--- config.mk ---
export PLATFORM = sky130hd
export DESIGN_NAME = fsm_step_ctrl
export DESIGN_NICKNAME = d
export VERILOG_FILES = /design/src/rtl/fsm_step_pkg.sv /design/src/rtl/step_debounce.sv /design/src/rtl/fsm_step_ctrl.sv
export SDC_FILE = /design/constraint.sdc
export NUM_CORES = 1
export LEC_CHECK = 0
export CAP_MARGIN = 20
export CORE_AREA = 5 5 99 110
export DETAILED_ROUTE_END_ITERATION = 8
export DIE_AREA = 0 0 104 115
export HOLD_SLACK_MARGIN = 0.15
export PLACE_DENSITY = 0.77
export SKIP_LAST_GASP = 1
export SYNTH_ARGS = -nofsm -noshare
export SYNTH_HDL_FRONTEND = slang
export SYNTH_SLANG_ARGS = --single-unit
--- constraint.sdc ---
create_clock -name clk -period 6.7 [get_ports clk]
set_input_delay 1.005 -clock clk [delete_from_list [all_inputs] [get_ports clk]]
set_output_delay 1.005 -clock clk [all_outputs]
set_load 0.01 [all_outputs]
--- src/rtl/fsm_step_pkg.sv ---
// Shared state encoding and counter-width helper for the FSM step controller.
package fsm_step_pkg;

   typedef enum logic [2:0] {
      IDLE = 3'd0,
      STEP = 3'd1,
      HOLD = 3'd2,
      RUN  = 3'd3,
      LOAD = 3'd4
   } ctrl_state_t;

   localparam int DEBOUNCE_CYCLES_DEF = 1000000;
   localparam int RUN_PERIOD_DEF      = 50000000;

   // Bits needed for a counter that only ever holds 0..n-1.
   function automatic int cnt_width(input int n);
      return (n < 2) ? 1 : $clog2(n);
   endfunction

endpackage

--- src/rtl/step_debounce.sv ---
// 2-flop synchronizer, stability-count debouncer and rising-edge detect for one
// raw board input.
module step_debounce
   import fsm_step_pkg::*;
#(
   parameter int DEBOUNCE_CYCLES = DEBOUNCE_CYCLES_DEF
) (
   input  logic clk,
   input  logic reset,
   input  logic din_raw,
   output logic db,
   output logic rise
);

   localparam int CW = cnt_width(DEBOUNCE_CYCLES);
   localparam logic [CW-1:0] CNT_LAST = CW'(DEBOUNCE_CYCLES - 1);

   logic          sync1_q, sync2_q;
   logic          db_q, db_d, db_dly_q;
   logic [CW-1:0] cnt_q, cnt_d;

   // The counter only runs while the synced input disagrees with the level.
   always_comb begin
      db_d  = db_q;
      cnt_d = '0;
      if (sync2_q != db_q) begin
         if (cnt_q == CNT_LAST) begin
            db_d  = sync2_q;
            cnt_d = '0;
         end else begin
            cnt_d = cnt_q + CW'(1);
         end
      end
   end

   always_ff @(posedge clk or posedge reset) begin
      if (reset) begin
         sync1_q  <= 1'b0;
         sync2_q  <= 1'b0;
         db_q     <= 1'b0;
         db_dly_q <= 1'b0;
         cnt_q    <= '0;
      end else begin
         sync1_q  <= din_raw;
         sync2_q  <= sync1_q;
         db_q     <= db_d;
         db_dly_q <= db_q;
         cnt_q    <= cnt_d;
      end
   end

   assign db   = db_q;
   assign rise = db_q & ~db_dly_q;

endmodule

--- src/rtl/fsm_step_ctrl.sv ---
// Board-side sequencer for the Moore FSM core: debounced single-step, free-run
// at a fixed period, preset load strobe and synchronized FSM input switches.
module fsm_step_ctrl
   import fsm_step_pkg::*;
#(
   parameter int DEBOUNCE_CYCLES = DEBOUNCE_CYCLES_DEF,
   parameter int RUN_PERIOD      = RUN_PERIOD_DEF,
   parameter int CNT_W           = 8
) (
   input  logic             clk,
   input  logic             reset,
   input  logic             btn_step,
   input  logic             btn_preset,
   input  logic             sw_run,
   input  logic [1:0]       sw_raw,
   output logic             fsm_ctrl,
   output logic             fsm_load,
   output logic [1:0]       sw_out,
   output logic [CNT_W-1:0] step_count,
   output logic             busy
);

   localparam int PER_W = cnt_width(RUN_PERIOD);
   localparam logic [PER_W-1:0] PER_LAST = PER_W'(RUN_PERIOD - 1);

   logic step_db, step_rise, preset_rise, run_db;
   logic unused_preset_db, unused_run_rise;

   step_debounce #(.DEBOUNCE_CYCLES(DEBOUNCE_CYCLES)) u_db_step (
      .clk(clk), .reset(reset), .din_raw(btn_step),   .db(step_db),          .rise(step_rise));
   step_debounce #(.DEBOUNCE_CYCLES(DEBOUNCE_CYCLES)) u_db_preset (
      .clk(clk), .reset(reset), .din_raw(btn_preset), .db(unused_preset_db), .rise(preset_rise));
   step_debounce #(.DEBOUNCE_CYCLES(DEBOUNCE_CYCLES)) u_db_run (
      .clk(clk), .reset(reset), .din_raw(sw_run),     .db(run_db),           .rise(unused_run_rise));

   logic [1:0] sw_s1_q, sw_s2_q;

   always_ff @(posedge clk or posedge reset) begin
      if (reset) begin
         sw_s1_q <= '0;
         sw_s2_q <= '0;
      end else begin
         sw_s1_q <= sw_raw;
         sw_s2_q <= sw_s1_q;
      end
   end

   assign sw_out = sw_s2_q;

   ctrl_state_t      state_q, state_d;
   logic             fsm_ctrl_q, fsm_ctrl_d;
   logic             fsm_load_q, fsm_load_d;
   logic [CNT_W-1:0] step_count_q, step_count_d;
   logic [PER_W-1:0] per_cnt_q, per_cnt_d;

   // Pulses are decided on the transition edge so they appear registered in
   // the first cycle of STEP/LOAD or on the RUN period wrap.
   always_comb begin
      state_d      = state_q;
      fsm_ctrl_d   = 1'b0;
      fsm_load_d   = 1'b0;
      step_count_d = step_count_q;
      per_cnt_d    = per_cnt_q;
      if (preset_rise && (state_q == IDLE || state_q == HOLD || state_q == RUN)) begin
         state_d      = LOAD;
         fsm_load_d   = 1'b1;
         step_count_d = '0;
         per_cnt_d    = '0;
      end else begin
         case (state_q)
            IDLE: begin
               if (run_db) begin
                  state_d   = RUN;
                  per_cnt_d = '0;
               end else if (step_rise) begin
                  state_d      = STEP;
                  fsm_ctrl_d   = 1'b1;
                  step_count_d = step_count_q + CNT_W'(1);
               end
            end
            STEP: state_d = HOLD;
            HOLD: begin
               if (!step_db) state_d = IDLE;
            end
            RUN: begin
               if (!run_db) begin
                  state_d   = IDLE;
                  per_cnt_d = '0;
               end else if (per_cnt_q == PER_LAST) begin
                  per_cnt_d    = '0;
                  fsm_ctrl_d   = 1'b1;
                  step_count_d = step_count_q + CNT_W'(1);
               end else begin
                  per_cnt_d = per_cnt_q + PER_W'(1);
               end
            end
            LOAD:    state_d = IDLE;
            default: state_d = IDLE;
         endcase
      end
   end

   always_ff @(posedge clk or posedge reset) begin
      if (reset) begin
         state_q      <= IDLE;
         fsm_ctrl_q   <= 1'b0;
         fsm_load_q   <= 1'b0;
         step_count_q <= '0;
         per_cnt_q    <= '0;
      end else begin
         state_q      <= state_d;
         fsm_ctrl_q   <= fsm_ctrl_d;
         fsm_load_q   <= fsm_load_d;
         step_count_q <= step_count_d;
         per_cnt_q    <= per_cnt_d;
      end
   end

   assign fsm_ctrl   = fsm_ctrl_q;
   assign fsm_load   = fsm_load_q;
   assign step_count = step_count_q;
   assign busy       = (state_q != IDLE);

endmodule

# Word level (Yosys, flattened, before mapping)
# Cells that the tools add are included.
[totals] regBits=114 input_bits=7 output_inout_bits=13 elab_cells=90
[classes] addsub=5 eq_ne=18 n_mux=30 bitwise_logic=4 n_reduce_logical=12
[ops] cell="$mux 20" count=6
[ops] cell="$mux 26" count=4
[ops] cell="$add 20x1->20 const B" count=3
[ops] cell="$eq 20x20->1 const B" count=3
[ops] cell="$pmux 26 s2" count=1
[ops] cell="$mux 8" count=5
[ops] cell="$add 26x1->26 const B" count=1
[ops] cell="$eq 26x26->1 const B" count=1
[ops] cell="$pmux 8 s2" count=1
[ops] cell="$mux 3" count=5
[ops] cell="$pmux 3 s4" count=1
[ops] cell="$ne 3x1->1 const B" count=3
[ops] cell="$ne 3x3->1 const B" count=3
[ops] cell="$add 8x1->8 const B" count=1
[ops] cell="$reduce_and 2->1" count=4
[ops] cell="$eq 3x2->1 const B" count=2
[ops] cell="$mux 1" count=6
[ops] cell="$reduce_bool 3->1" count=2
[ops] cell="$reduce_and 5->1" count=1
[ops] cell="$ne 4x2->1 const B" count=1
[ops] cell="$eq 3x1->1 const B" count=1
[ops] cell="$logic_not 3->1" count=1
[ops] cell="$ne 1x1->1" count=3
[ops] cell="$ne 3x2->1 const B" count=1
[ops] cell="other kinds (6)" count=9

# Depth between registers and ports, before layout
# Gate-level depths: netlist (run 1).
[logic_depth] word_depth=6 mapped_depth=9 ltp_nobuf=7

# By module
# From an unflattened synthesis (run 1), not the netlist that was laid out.
[unflattened] hier_cells=577 hier_area_um2=5664.2
[by_module_without_submodules] mod="step_debounce" instances=3 cells_per_inst=113 area_each_um2=1143.6 seq_area_each_um2=600.6
[by_module_without_submodules] mod="fsm_step_ctrl" instances=1 cells_per_inst=238 area_each_um2=2233.4 seq_area_each_um2=1076.0

# Worst setup path after synthesis (run 1)
# No wires, ideal clock.
[synth_path] path_type="reg2reg" from="register u_db_preset.cnt_q[0]" to="register u_db_preset.cnt_q[11]" setup_time_ns=0.132 arrival_ns=1.813 required_ns=6.568 slack_ns=4.755 path_stages_with_launch=9 n_path_buf=2 period_less_slack_ns=1.945 path_cell_list="dfrtp_1 ha_1 and3_1 nand3_1 nor3_1 or2_2 clkbuf_1 clkbuf_1 nor2_1"
[synth_between] elab_chain_len=3 word_cells_on_any_way=4 cone_classes="add/sub: 1; eq/ne: 1; mux: 2"
[synth_rtl] element="from (decl)" line_no="step_debounce.sv:20" text="logic [CW-1:0] cnt_q, cnt_d;"
[synth_rtl] element="from (signal assigned)" line_no="step_debounce.sv:48" text="cnt_q <= cnt_d;"
[synth_rtl] element="$add 20x1->20 / $eq 20x20->1 (equally long branches)" line_no="step_debounce.sv:31, step_debounce.sv:27"
[synth_rtl] element="$mux 20 (*)" line_no="step_debounce.sv:27" text="if (cnt_q == CNT_LAST) begin"
[synth_rtl] element="$mux 20 (*)" line_no="step_debounce.sv:26" text="if (sync2_q != db_q) begin"
[synth_rtl] element="via u_db_preset.cnt_d[11]" line_no="step_debounce.sv:20"
# The timed path passes the listed nets; every way through them passes the cells marked *.
# A chain may end at the register's enable or synchronous reset.

# Worst setup path after layout (run 1)
[layout_path] from="register state_q[0]" to="output busy"
[layout_between] elab_chain_len=1
[layout_rtl] element="from (decl)" line_no="fsm_step_ctrl.sv:50" text="ctrl_state_t state_q, state_d;"
[layout_rtl] element="from (signal assigned)" line_no="fsm_step_ctrl.sv:111" text="state_q <= state_d;"
[layout_rtl] element="$reduce_bool 3->1" line_no="fsm_step_ctrl.sv:122" text="assign busy = (state_q != IDLE);"
[layout_rtl] element="to (decl)" line_no="fsm_step_ctrl.sv:20" text="output logic busy"
# Every way passes these cells.

==> results of run 1 <==
==> layout make-up <==
type	instances	share of cell area (%)
Tap cell	120	2.285
Sequential cell	114	43.42
Inverter	19	1.124
Timing Repair Buffer	21	3.428
Clock inverter	9	2.704
Clock buffer	22	7.046
Multi-Input combinational cell	424	39.99
==> cell families (layout without fill, tap and decap cells) <==
| kind of cell | after synthesis | count (layout) | synth area share (%) |
|---|---|---|---|
| xor+xnor | 59 | 59 | 9.133 |
| compound gates | 81 | 81 | 9.089 |
| fa+ha+maj | 5 | 5 | 1.106 |
| simple gates | 271 | 271 | 25.61 |
| buf+inv | 41 | 71 | 3.140 |
| flops | 114 | 114 | 50.42 |
| mux | 8 | 8 | 1.504 |
==> routing by layer <==
metal | vias to the layer above | part of all wire (%)
li1 | 2081 | -
met5 | - | 0
met2 | 63 | 50
met4 | 0 | 1.1
met3 | 10 | 3.1
met1 | 2137 | 46
==> worst max-delay path, stage by stage (launching register included) <==
cell,delay (ns)
dfrtp_1,0.49
or3_1,0.44
clkdlybuf4s50_1,0.49
==> worst paths after layout <==
| path | start | cells after the start | endpoint |
|---|---|---|---|
| min in group asynchronous | reset | 2 | u_db_step.cnt_q[3] |
| setup / recovery | state_q[0] | 2 | busy |
| setup reg to reg | per_cnt_q[1] | 6 | per_cnt_q[9] |
| max in group asynchronous | reset | 4 | per_cnt_q[8] |
| hold reg to reg | u_db_run.sync1_q | 0 | u_db_run.sync2_q |
| hold / removal | u_db_run.sync1_q | 0 | u_db_run.sync2_q |
==> power by group <==
group	switching (mW)	internal (mW)	leakage, nW
logic	0.0238	0.0116	0.922
registers	0.00538	0.697	1.56
clock network	0.304	0.668	0.303
==> cell usage after synthesis, drive strengths merged, types with 2 or more instances <==
cell     number  area share (%)
a2111oi       4            0.62
a211o         2            0.31
a211oi        2            0.27
a21o          4            0.53
a21oi        27             2.7
a22o          4            0.62
a22oi         2            0.27
and2          6            0.66
and3         17             1.9
and4          8             1.2
buf          10             1.1
clkbuf       12            0.80
dfrtp       114              50
ha            5             1.1
inv          19             1.3
mux2          4            0.80
mux2i         4            0.71
nand2        41             2.7
nand2b        5            0.60
nand3        34             3.0
nand3b        4            0.53
nand4        22             2.4
nand4b        2            0.31
nor2         82             5.5
nor2b         2            0.22
nor3         10            0.97
nor3b         2            0.27
nor4         10             1.7
nor4b         4            0.62
o211ai        2            0.27
o21ai        24             2.1
o31ai         7            0.93
or2           5            0.55
or3           6            0.66
or3b          2            0.31
or4           7             1.0
xnor2        25             3.9
xor2         34             5.3
==> registers in the layout, summed over array words and instances (netlist names) <==
| signal | flops |
|---|---|
| fsm_load | 1 |
| u_db_preset.cnt_q | 20 |
| u_db_preset.sync2_q | 1 |
| u_db_step.db_dly_q | 1 |
| fsm_ctrl | 1 |
| u_db_run.db | 1 |
| u_db_step.sync1_q | 1 |
| u_db_step.db | 1 |
| u_db_preset.sync1_q | 1 |
| per_cnt_q | 26 |
| u_db_run.sync2_q | 1 |
| u_db_preset.db | 1 |
| step_count | 8 |
| u_db_run.sync1_q | 1 |
| sw_out | 2 |
| u_db_step.sync2_q | 1 |
| u_db_step.cnt_q | 20 |
| u_db_preset.db_dly_q | 1 |
| u_db_run.cnt_q | 20 |
| state_q | 3 |
| sw_s1_q | 2 |
==> per-stage QoR <==
stage	cells	instance area [µm²]	hold WS, ns	total power, mW
floorplan	579	5658	0.3312	0.7361
global placement	697	5902	0.3345	0.7475
detailed placement	697	5902	0.3347	0.7488
CTS	728	6543	0.3477	1.722
global route	729	6570	0.3515	1.768
finish	729	6570	0.3466	1.710
==> results.cfg, run 1 <==
[worst_setup_path]
arrival_ns = 1.93
cp.required_ns = 5.69
critPathLaunchType = flip-flop
critical_path.max_fanout = 12
r2r_slack_ns = 4.35
path_class = reg -> out
critPathCaptureType = output pin

[synthesis]
synth.avg_cell_area_um2 = 9.772
synthFlopType = dfrtp_1
synth_edf_count = 0
synthDistinctLibCells = 55
syn_nets = 591
synth_area_mm2 = 0.005658
async_flop_share_pct = 100.0
synth-seq-cells = 114
synth-seq-area-share_pct = 50.42
synth-warning-count = 0
synthCells = 579

[cts]
ctsLongestPathBuffers = 2
root_buffer = clkbuf_8
numCtsBuffers = 17
ctsHoldBuffers = 0
post_cts_buffers = 0
clock_latency_ns = 0.51
cts.clk_slew.worst_paths_ns = 0.06
cts.repair.resized = 0
clkSinkCount = 114
tritoncts = built
htree_levels = 4

[sta]
setup_viol = 0
worst_slack_ns = 3.764
hold_viol_final = 0
fmax_ghz = 0.3406
worst_clock_skew_ns = 0.005697
max_slew.worst_pin.slew_ns = 0.7890
fin_setup_tns_ns = 0
rsz0062_at_grt = no
fin_crit_ns = 2.936
period_share_pct = 43.82
maxSlewHeadroom_pct = 47.00
slew_viol_final = 0

[cells_and_area]
area_growth_syn_to_layout_pct = 16.12
nFillCells = 748
drive_above_1_share_pct = 8.539
layout_commonest_cell = dfrtp_1
fin_util_pct = 67.74
regArea_mm2 = 0.002853
nNetsFinal = 609
n_antenna_cell = 0
mostFrequentLayoutCells = dfrtp_1 (114), nor2_1 (80), nand2_1 (41)
multi_input_area_mm2 = 0.002628

[global_routing]
top_usage_layer = met2
grt_max_degree = 89
grt_util_met2_pct = 32.27
grt_usage_pct = 19.73
antenna_found_initial = 0
grt.met1_usage_pct = 25.81
grt_remaining_overflow = 0
grt_use_met3_pct = 5.390
grt_pass1_wl_mm = 19.49
first_global_vias = 4232

[pwr]
p_per_area_mw_per_mm2 = 260.2
leakage_nw = 2.788
vdd_drop_max_v = 0.0001494

[floorplanning]
die_h_um = 115
die_w_um = 104
die_area_mm2 = 0.01196
initial_utilization_pct = 58.33
core_mm2 = 0.009699
rows = 38
io_pins = 20

[routing]
avgRoutedWirePerCell_um = 15.36
totalWireLength_mm = 11.19
vias = 4291
vias_per_cell = 5.886
route.detailed.drc = 0
drt-pass1-iter-count = 4
drt_iter0_drc = 182
ant_nets = 0

[place]
port_buffers = 19
place_ws_ns = 3.867
gp_congestion = 0.8405
hpwl_mm = 7.188

[run_status]
status = finished clean

[worst_hold_path]
hp-class = reg -> reg

[run]
drv_cap = 0
Note: power is estimated with default switching activity, not from simulation.
==> inputs of run 2 (changes only) <==
- clock period: 6.7 -> 2.85 ns (I/O delays scaled with it)
==> run 2 against run 1 <==
Against the previous run: via count up 0.16%; highest routed layer unchanged; clock skew down 0.00061 ns; non-clock buffer count unchanged; flip-flop and latch count unchanged; die area unchanged; clock-buffer cell count down 1; worst setup slack worse by 3.3 ns; final cell count up 0.14%; largest cell class unchanged; sequential share of layout area up 0.23 points.
==> results.cfg, run 2 (synthesized netlist as in run 1, its figures left out) <==
[run_status]
status = finished clean

[routing]
wl_met2_mm = 5.431
ant_nets = 0
met3_length_um = 424
drt_iter0_drc = 189
totalWireLength_mm = 11.07
avgRoutedWirePerCell_um = 15.17
vias_per_cell = 5.888
vias = 4298
drt-met1-wl_mm = 5.048
route.detailed.drc = 0
top_layer_used = met4
drt-pass1-iter-count = 5

[pwr]
leakage_nw = 2.773
netSwitchingPower_mw = 0.7948
vdd_drop_max_v = 0.0004030
seq_power_share_pct = 42.4
power.share.switching_pct = 20.41
p_comb_share_pct = 2.2
p_per_area_mw_per_mm2 = 595.8
p_clk_share_pct = 55.4
p_int_mw = 3.099

[floorplanning]
rows = 38
die_area_mm2 = 0.01196
initial_utilization_pct = 58.33
die_h_um = 115
io_pins = 20
core_mm2 = 0.009699
die_w_um = 104

[cells_and_area]
drive_above_1_share_pct = 8.525
multi_input_area_mm2 = 0.002628
area_growth_syn_to_layout_pct = 15.50
mostFrequentLayoutCells = dfrtp_1 (114), nor2_1 (80), nand2_1 (41)
n_antenna_cell = 0
nFillCells = 744
nNetsFinal = 609
regMostFlops = per_cnt_q
layout_commonest_cell = dfrtp_1
regArea_mm2 = 0.002853
largest_reg_flops = 26

[sta]
worst_clock_skew_ns = 0.005085
fmax_ghz = 0.4208
maxSlewHeadroom_pct = 42.74
period_share_pct = 83.38
slew_viol_final = 0
max_slew.worst_pin.slew_ns = 0.8523
worst_slack_ns = 0.4736
fin_setup_tns_ns = 0
setup_viol = 0
hold_viol_final = 0
fin_crit_ns = 2.376
rsz0062_at_grt = no

[worst_setup_path]
critPathLaunchType = flip-flop
cp.required_ns = 2.42
critical_path.max_fanout = 12
critPathCaptureType = output pin
arrival_ns = 1.95
path_class = reg -> out

[worst_hold_path]
hp-class = in -> reg

[global_routing]
grt_remaining_overflow = 0
antenna_found_initial = 0
grt_max_degree = 44
grt_pass1_wl_mm = 19.58
first_global_vias = 4146
grt_usage_pct = 20.00

[cts]
clock_latency_ns = 0.52
cts.clk_slew.worst_paths_ns = 0.05
root_buffer = clkbuf_8
ctsHoldBuffers = 0
tritoncts = built
htree_levels = 4
cts.repair.resized = 0
numCtsBuffers = 17
clkSinkCount = 114
ctsLongestPathBuffers = 2
post_cts_buffers = 0

[place]
place_ws_ns = 0.5965
hpwl_mm = 7.237
gp_congestion = 0.8784
port_buffers = 19

[run]
drv_cap = 0
[run 2: per-stage QoR]
step | hold slack (ns) | total power, mW | cells | utilization [%] | instance area (µm²)
floorplan | 0.3312 | 1.731 | 579 | - | 5662
global placement | 0.3352 | 1.763 | 698 | 61.20 | 5936
detailed placement | 0.3371 | 1.766 | 698 | 61.20 | 5936
CTS | 0.3219 | 3.936 | 730 | 67.38 | 6535
global route | 0.3352 | 4.030 | 730 | 67.38 | 6535
finish | 0.3434 | 3.894 | 730 | 67.38 | 6535
[run 2: power by group through the flow]
| stage | Sequential [mW] | Clock [mW] | Combinational (mW) |
|---|---|---|---|
| floorplan | 1.68 | 0 | 0.0544 |
| global placement | 1.68 | 0 | 0.0850 |
| detailed placement | 1.68 | 0 | 0.0873 |
| CTS | 1.65 | 2.20 | 0.0887 |
| global route | 1.65 | 2.28 | 0.0985 |
| finish | 1.65 | 2.16 | 0.0842 |
[run 2: cell type report]
cell class / count / area share (%)
clock buffer: 21 / 6.720
clock inverter: 11 / 2.451
sequential: 114 / 43.65
inverter: 19 / 1.149
timing repair buffer: 21 / 3.523
multi-input combinational: 424 / 40.21
tap: 120 / 2.298
[run 2: per-layer routing]
metal  GRT usage, %  vias up
met3          4.267       17
li1               -     2082
met1          26.16     2101
met4          7.858        0
met5              0        -
met2          32.95       98
[run 2: critical path, cell delays in order, from the launching register on]
cell and delay [ns]:
dfrtp_1 0.50, or3_1 0.42, clkdlybuf4s50_1 0.50
[run 2: worst paths after layout]
check	to	slack [ns]	startpoint	cells after the start
worst max-delay path	busy	0.47	state_q[0]	2
worst min-delay path	sw_s1_q[1]	0.34	sw_raw[1]	1
worst max register to register	per_cnt_q[24]	0.59	per_cnt_q[0]	6
worst min register to register	sw_out[0]	0.35	sw_s1_q[0]	0
max in group asynchronous	u_db_run.cnt_q[8]	1.82	reset	3
min in group asynchronous	u_db_preset.cnt_q[13]	0.39	reset	2
